File: config.mk
export PLATFORM = sky130hd
export DESIGN_NAME = vram_arbiter
export DESIGN_NICKNAME = d
export VERILOG_FILES = /design/src/rtl/vram_arbiter_pkg.sv /design/src/rtl/vram_arbiter.sv
export SDC_FILE = /design/constraint.sdc
export NUM_CORES = 1
export LEC_CHECK = 0
export ABC_AREA = 0
export CAP_MARGIN = 5
export CORE_MARGIN = 3
export CORE_UTILIZATION = 30
export CTS_BUF_LIST = sky130_fd_sc_hd__clkbuf_8
export CTS_CLUSTER_DIAMETER = 60
export CTS_CLUSTER_SIZE = 30
export DETAILED_ROUTE_END_ITERATION = 8
export PLACE_DENSITY = 0.79
export SLEW_MARGIN = 10
export SYNTH_ARGS = -nofsm -noshare
export SYNTH_HDL_FRONTEND = slang
export SYNTH_SLANG_ARGS = --single-unit
File: constraint.sdc
create_clock -name clock -period 1.1 [get_ports clock]
set_input_delay 0.275 -clock clock [delete_from_list [all_inputs] [get_ports clock]]
set_output_delay 0.275 -clock clock [all_outputs]
set_load 0.02 [all_outputs]
File: src/rtl/vram_arbiter_pkg.sv
// Shared types and constants for the screen-memory arbiter.
package vram_pkg;

  localparam int VRAM_AW = 14;
  localparam int VID_AW = 13;
  localparam int FETCH_PHASE_BIT = 3;

  typedef enum logic [1:0] {
    IDLE   = 2'd0,
    ACCESS = 2'd1,
    ACK    = 2'd2
  } stateT;

endpackage

File: src/rtl/vram_arbiter.sv
// ULA-style arbiter for the single VRAM port: video fetch wins, CPU uses free ce slots.
// Optional SHADOW_SCREEN_EN: video bank taken from screen_sel, latched at hphase 0.
module vram_arbiter
  import vram_pkg::*;
(
  input  logic                clock,
  input  logic                reset,
  input  logic                ce,
  input  logic [3:0]          hphase,
  input  logic                fetch_window,
  input  logic [VID_AW-1:0]   vid_addr,
  input  logic                screen_sel,
  input  logic                cpu_req,
  input  logic                cpu_we,
  input  logic [VRAM_AW-1:0]  cpu_addr,
  input  logic [7:0]          cpu_wdata,
  output logic [7:0]          cpu_rdata,
  output logic                cpu_ack,
  output logic                cpu_wait,
  output logic [VRAM_AW-1:0]  mem_addr,
  output logic                mem_we,
  output logic [7:0]          mem_wdata,
  input  logic [7:0]          mem_rdata,
  output logic [1:0]          dbgState
);

  // Handshake: cpu_req is held until cpu_ack; cpu_ack lasts one ce period and
  // cpu_wait is simply cpu_req && !cpu_ack.
  stateT state, stateNext;
  logic  videoSlot;
  logic  grant;
  logic  complete;
  logic  isWrite;
  logic  vbank;

  assign videoSlot = fetch_window && hphase[FETCH_PHASE_BIT];
  assign cpu_wait  = cpu_req && !cpu_ack;
  assign dbgState  = state;

`ifdef SHADOW_SCREEN_EN
  logic bankReg;

  // Sampled only at the start of a cell so a fetch group never mixes banks.
  always_ff @(posedge clock) begin
    if (reset) begin
      bankReg <= 1'b0;
    end else if (ce && hphase == 4'd0) begin
      bankReg <= screen_sel;
    end
  end

  assign vbank = bankReg;
`else
  logic [3:0] unusedBits;
  assign unusedBits = {screen_sel, hphase[2:0]};
  assign vbank = 1'b0;
`endif

  always_ff @(posedge clock) begin
    if (reset) begin
      state <= IDLE;
    end else begin
      state <= stateNext;
    end
  end

  always_comb begin
    stateNext = state;
    grant     = 1'b0;
    complete  = 1'b0;
    if (ce) begin
      case (state)
        IDLE: begin
          if (cpu_req && !videoSlot) begin
            grant     = 1'b1;
            stateNext = ACCESS;
          end
        end
        ACCESS: begin
          complete  = 1'b1;
          stateNext = ACK;
        end
        ACK:     stateNext = IDLE;
        default: stateNext = IDLE;
      endcase
    end
  end

  // grant and videoSlot are mutually exclusive, so the address mux has no priority clash.
  always_ff @(posedge clock) begin
    if (reset) begin
      mem_addr  <= '0;
      mem_we    <= 1'b0;
      mem_wdata <= '0;
      cpu_rdata <= '0;
      cpu_ack   <= 1'b0;
      isWrite   <= 1'b0;
    end else begin
      mem_we <= 1'b0;
      if (grant) begin
        mem_addr  <= cpu_addr;
        mem_wdata <= cpu_wdata;
        mem_we    <= cpu_we;
        isWrite   <= cpu_we;
      end else if (ce && videoSlot) begin
        mem_addr <= {vbank, vid_addr};
      end
      if (complete) begin
        cpu_ack <= 1'b1;
        if (!isWrite) begin
          cpu_rdata <= mem_rdata;
        end
      end else if (ce && state == ACK) begin
        cpu_ack <= 1'b0;
      end
    end
  end

endmodule
==> metrics list <==
- WS Path Type: register to register
* Sequential-to-total area share from yosys stat: 0.466
* Final Util: 0.563
- After synthesis, the share of cell area in mux cells is 0.0607.
- The number of nets in the synthesized netlist is 221.
- The first detailed-routing pass ran for 4 iterations.
- The number of different library cells used by synthesis comes to 29.
- Hold Path Cell Cnt: 2
- PortBufs: 84
- Post-Synthesis Mean Instance Area: approximately 9.0 sq um
- Routed Antenna Nets: 0
- The worst hold path begins at mem_wdata[1]$_SDFFE_PP0P_.
- In the routed design, unresolved DRC markers number 0.
* Reported max-cap violation count: 0
- Level count of the clock H-tree: 2
- Setup violations remaining at the end of the flow were counted as 35.
- Number of global-route vias before repair: approximately 1700
- Of the total synthesized cell area, the portion taken by full adders, half adders and majority gates is 0.
* Failing checks: setup timing
- In this run the horizontal extent of the chip is between 70 and 80 um.
- Sequential Power Share: 0.448
- For the final database, setup skew stands at between 0.004 and 0.005 ns.
* Worst-path maximum fanout: 8
- The clock passes through at most 2 buffers.
* Kind of cell adding the most delay to the critical path: simple AND/OR/NAND/NOR gates
- Number of synthesized register bits: 35
* Post-synth ARST share: 0
* Final hold vios: 0
* Crit Reg-Reg Startpoint: dbgState[1]$_SDFFE_PP0P_
* Average vias per placed instance: between 4 and 5
* Final-stage net count: 323
- Counting flops with a built-in enable in the synthesized netlist gives 0.
- In the synthesized netlist, the number of instances is ~170.
- In this design, the stage delay of the slowest critical-path cell is ~0.44 ns.
- After detailed routing, the average wire length per cell comes to 14.4 um.
- Of the total power, the share spent switching nets is 0.268.
* Proportion of layout cells with a drive suffix above 1: 0.348
- Combinational Power Share: 0.240
- For this configuration, the core starts out at a cell density of 0.315.
* Reported leakage power: 1.06 nW
- For this design the total switching power over the nets is around 0.0008 W.
- Slowest stage cell on the critical path: sky130_fd_sc_hd__and4bb_4
- The filler cells instantiated in the layout total 443.
- Half-perimeter wire length after detailed placement: 3.41 mm
- Final setup slack of the worst path: -0.158 ns
- Cell type with the highest aggregate area in the netlist: sky130_fd_sc_hd__dfxtp_1
* Worst hold endpoint: mem_wdata[1]$_SDFFE_PP0P_
- At the later pin of the worst-skew pair, clock insertion delay measures ~0.28 ns.
- After clock tree synthesis, the clock-pin slew on the worst setup and hold paths is about 0.070 ns.
- Syn Std Cell Area: approximately 1500 sq um
- The critical path runs through a total of 4 cells.
* Placed Cells: about 320
- The tree built by TritonCTS fans out to 35 sinks.
- The tree is rooted in a sky130_fd_sc_hd__clkbuf_8.
- The final layout contains routed wiring with a total length of a little under 5 mm.
- Number of clock buffers inserted by TritonCTS: 5
* Fmax: roughly 800 MHz
- For flop-to-flop paths, the worst setup slack is -0.16 ns.
- Largest family of logic cells by synthesized area: simple AND/OR/NAND/NOR gates
* XOR/XNOR share of the synthesized area: 0
- At the end of routability-driven placement, the weighted congestion stood at slightly above 0.7.
* Final instance count without filler cells: 337
* Number of buffers and inverters on the critical path: 1
- CP cell instances: and4bb_4 > buf_12 > nand3_1 > a21oi_1
- Crit start category: register
* Crit path capture type: register
- Floorplan die area: 5900 sq um
- Slew Limit Fails: 0
* Aggregate global routing overflow: 0
- Flip-flop cell with the highest count after synthesis: sky130_fd_sc_hd__dfxtp_1
- Of the total power, the clock network draws 0.312.
- Final sum of negative setup slack: -3.87 ns
- Of the total synthesized cell area, the portion taken by AND, OR, NAND and NOR gates is 0.236.
- Row generation in the floorplan step produced 25 rows.
- The initial antenna violation count is 0.
* Largest net degree at the start of global routing: 17
- The core region is around 4800 sq um.
* Internal Pwr Total: 0.00223 W
- The worst pin sits at a relative slew slack of 0.813.
* Time the worst path needs with I/O delays and setup: about 1.3 ns
- The flow ran to the end, but the final reports show violations.
- Hold/Removal Path Class: register to register
* Capturing point of the worst reg2reg path: mem_wdata[7]$_SDFFE_PP0P_
- Transition time at the pin with the least slew margin: 0.278 ns
* Commonest cells in the synthesized netlist: sky130_fd_sc_hd__dfxtp_1, sky130_fd_sc_hd__nand2_1, sky130_fd_sc_hd__nand3_1, sky130_fd_sc_hd__a21oi_1, sky130_fd_sc_hd__nor2_1
* Arrival time at the worst endpoint: 1.46 ns
* Setup repair after global routing missed its margin: yes
- # hold bufs at CTS: 0
* Total I/O pin count: 89
* Global-route wire length before repair: between 7 and 8 mm
- Of the post-synthesis cell area, the dominant cell type holds 0.466.
* Yosys warning total: 0
* Initial detailed-routing violation count: between 60 and 70
- Peak supply drop: about 0.00085 V
- R2r worst-path depth: 4
- For this run, the total global-route usage over all layers was measured as 0.167.
- Data on the critical path is required at its endpoint by around 1.3 ns.
- Number of antenna diodes: 0
- Compound-Gate Fraction of Synth Area: 0.177
- After synthesis, the cell types taking the most area are sky130_fd_sc_hd__dfxtp_1, sky130_fd_sc_hd__nand2_1, sky130_fd_sc_hd__mux2i_1.
* Most instantiated library cell after synthesis: sky130_fd_sc_hd__dfxtp_1
* Area delta synth->final: 79.0%
* Worst-case setup slack after placement: -0.657 ns
* Vias: roughly 1600
* Post-route fraction of the period consumed by the critical path: 1.14
- Clock tree from TritonCTS: done
- Die height: 76.8 um
- Dividing total power by cell area gives a power density of between 1000 and 1500 nW/um^2.
[power by group through the flow]
stage | combinational (W) | sequential [W] | clock (W)
after floorplan | 0.000222 | 0.00147 | 0
after global placement | 0.000702 | 0.00139 | 0
after detailed placement | 0.000708 | 0.00139 | 0
after CTS | 0.000707 | 0.00136 | 0.000993
after global routing | 0.000780 | 0.00137 | 0.00106
final | 0.000730 | 0.00136 | 0.000951
[what timing repair did]
item | CTS | global route
pin swaps | 8 | 7
cloned | 1 | 0
setup buffers | 4 | 1
endpoints found under the hold margin | 0 | 0
resized for setup | 165 | 17
endpoints found under the setup margin | 68 | 45
[worst register-to-register path: stages, from the launching register on]
cell and delay, ns:
sky130_fd_sc_hd__dfxtp_4 0.37, sky130_fd_sc_hd__and4bb_4 0.45, sky130_fd_sc_hd__buf_12 0.15, sky130_fd_sc_hd__nand3_1 0.08
sky130_fd_sc_hd__a21oi_1 0.14
[metal layers]
layer,vias up,global-route usage,part of all wire
li1,807,-,-
met4,0,0.0435,0.0060
met5,-,0,0
met1,776,0.203,0.42
met2,47,0.293,0.53
met3,4,0.0411,0.046
[cell type report]
type	count	area, sq um	share of cell area
Clock inverter	2	8.76	0.00325
Timing Repair Buffer	110	1010	0.374
Multi-Input combinational cell	117	801	0.297
Sequential cell	35	709	0.263
Tap cell	67	83.8	0.0311
Clock buffer	6	82.6	0.0307
[kinds of logic (layout without fill, tap and decap cells)]
logic type / after synthesis / after routing
AND/OR/NAND/NOR: 67 / 67
buffers and inverters: 15 / 118
multiplexers: 9 / 9
AO/OA/AOI/OAI: 41 / 41
flip-flops: 35 / 35
[cells in the final DEF (no fill, tap or decap), drive strengths merged, types with 2 or more instances in the layout]
master and n:
clkbuf 6, nand3 16, o21ai 9, dlygate4sd2 4, a31oi 5, and4bb 2
clkdlybuf4s50 45, dfxtp 35, nor2 10, nand2b 2, o211ai 6, nor3 8
nand2 24, a21oi 12, a311oi 8, mux2i 8, buf 61
[worst max-delay path by stage]
stage	end	slack (ns)	start
4_1_cts	mem_wdata[7]$_SDFFE_PP0P_	-0.15	dbgState[0]$_SDFFE_PP0P_
3_5_place_dp	cpu_wait	-0.66	cpu_req
5_1_grt	mem_addr[12]$_SDFFE_PP0P_	-0.24	dbgState[1]$_SDFFE_PP0P_
6_report	mem_wdata[7]$_SDFFE_PP0P_	-0.16	dbgState[1]$_SDFFE_PP0P_
3_3_place_gp	cpu_wait	-0.66	cpu_req
2_1_floorplan	mem_addr[13]$_SDFFE_PP0P_	-0.03	dbgState[1]$_SDFFE_PP0P_
[through the flow]
| stage | total power [W] | hold WS, ns | instance area (sq um) |
|---|---|---|---|
| CTS | 0.00306 | 0.478 | 2630 |
| finish | 0.00304 | 0.475 | 2690 |
| detailed placement | 0.00210 | 0.471 | 2580 |
| floorplan | 0.00169 | 0.422 | 1550 |
| global route | 0.00321 | 0.496 | 2690 |
| global placement | 0.00209 | 0.461 | 2580 |
[flip-flops by register name (all words and copies together), names as in the netlist]
register and flops:
mem_we 1, dbgState 2, cpu_rdata 8, isWrite 1
mem_wdata 8, mem_addr 14, cpu_ack 1
(Power assumes the default switching activity.)
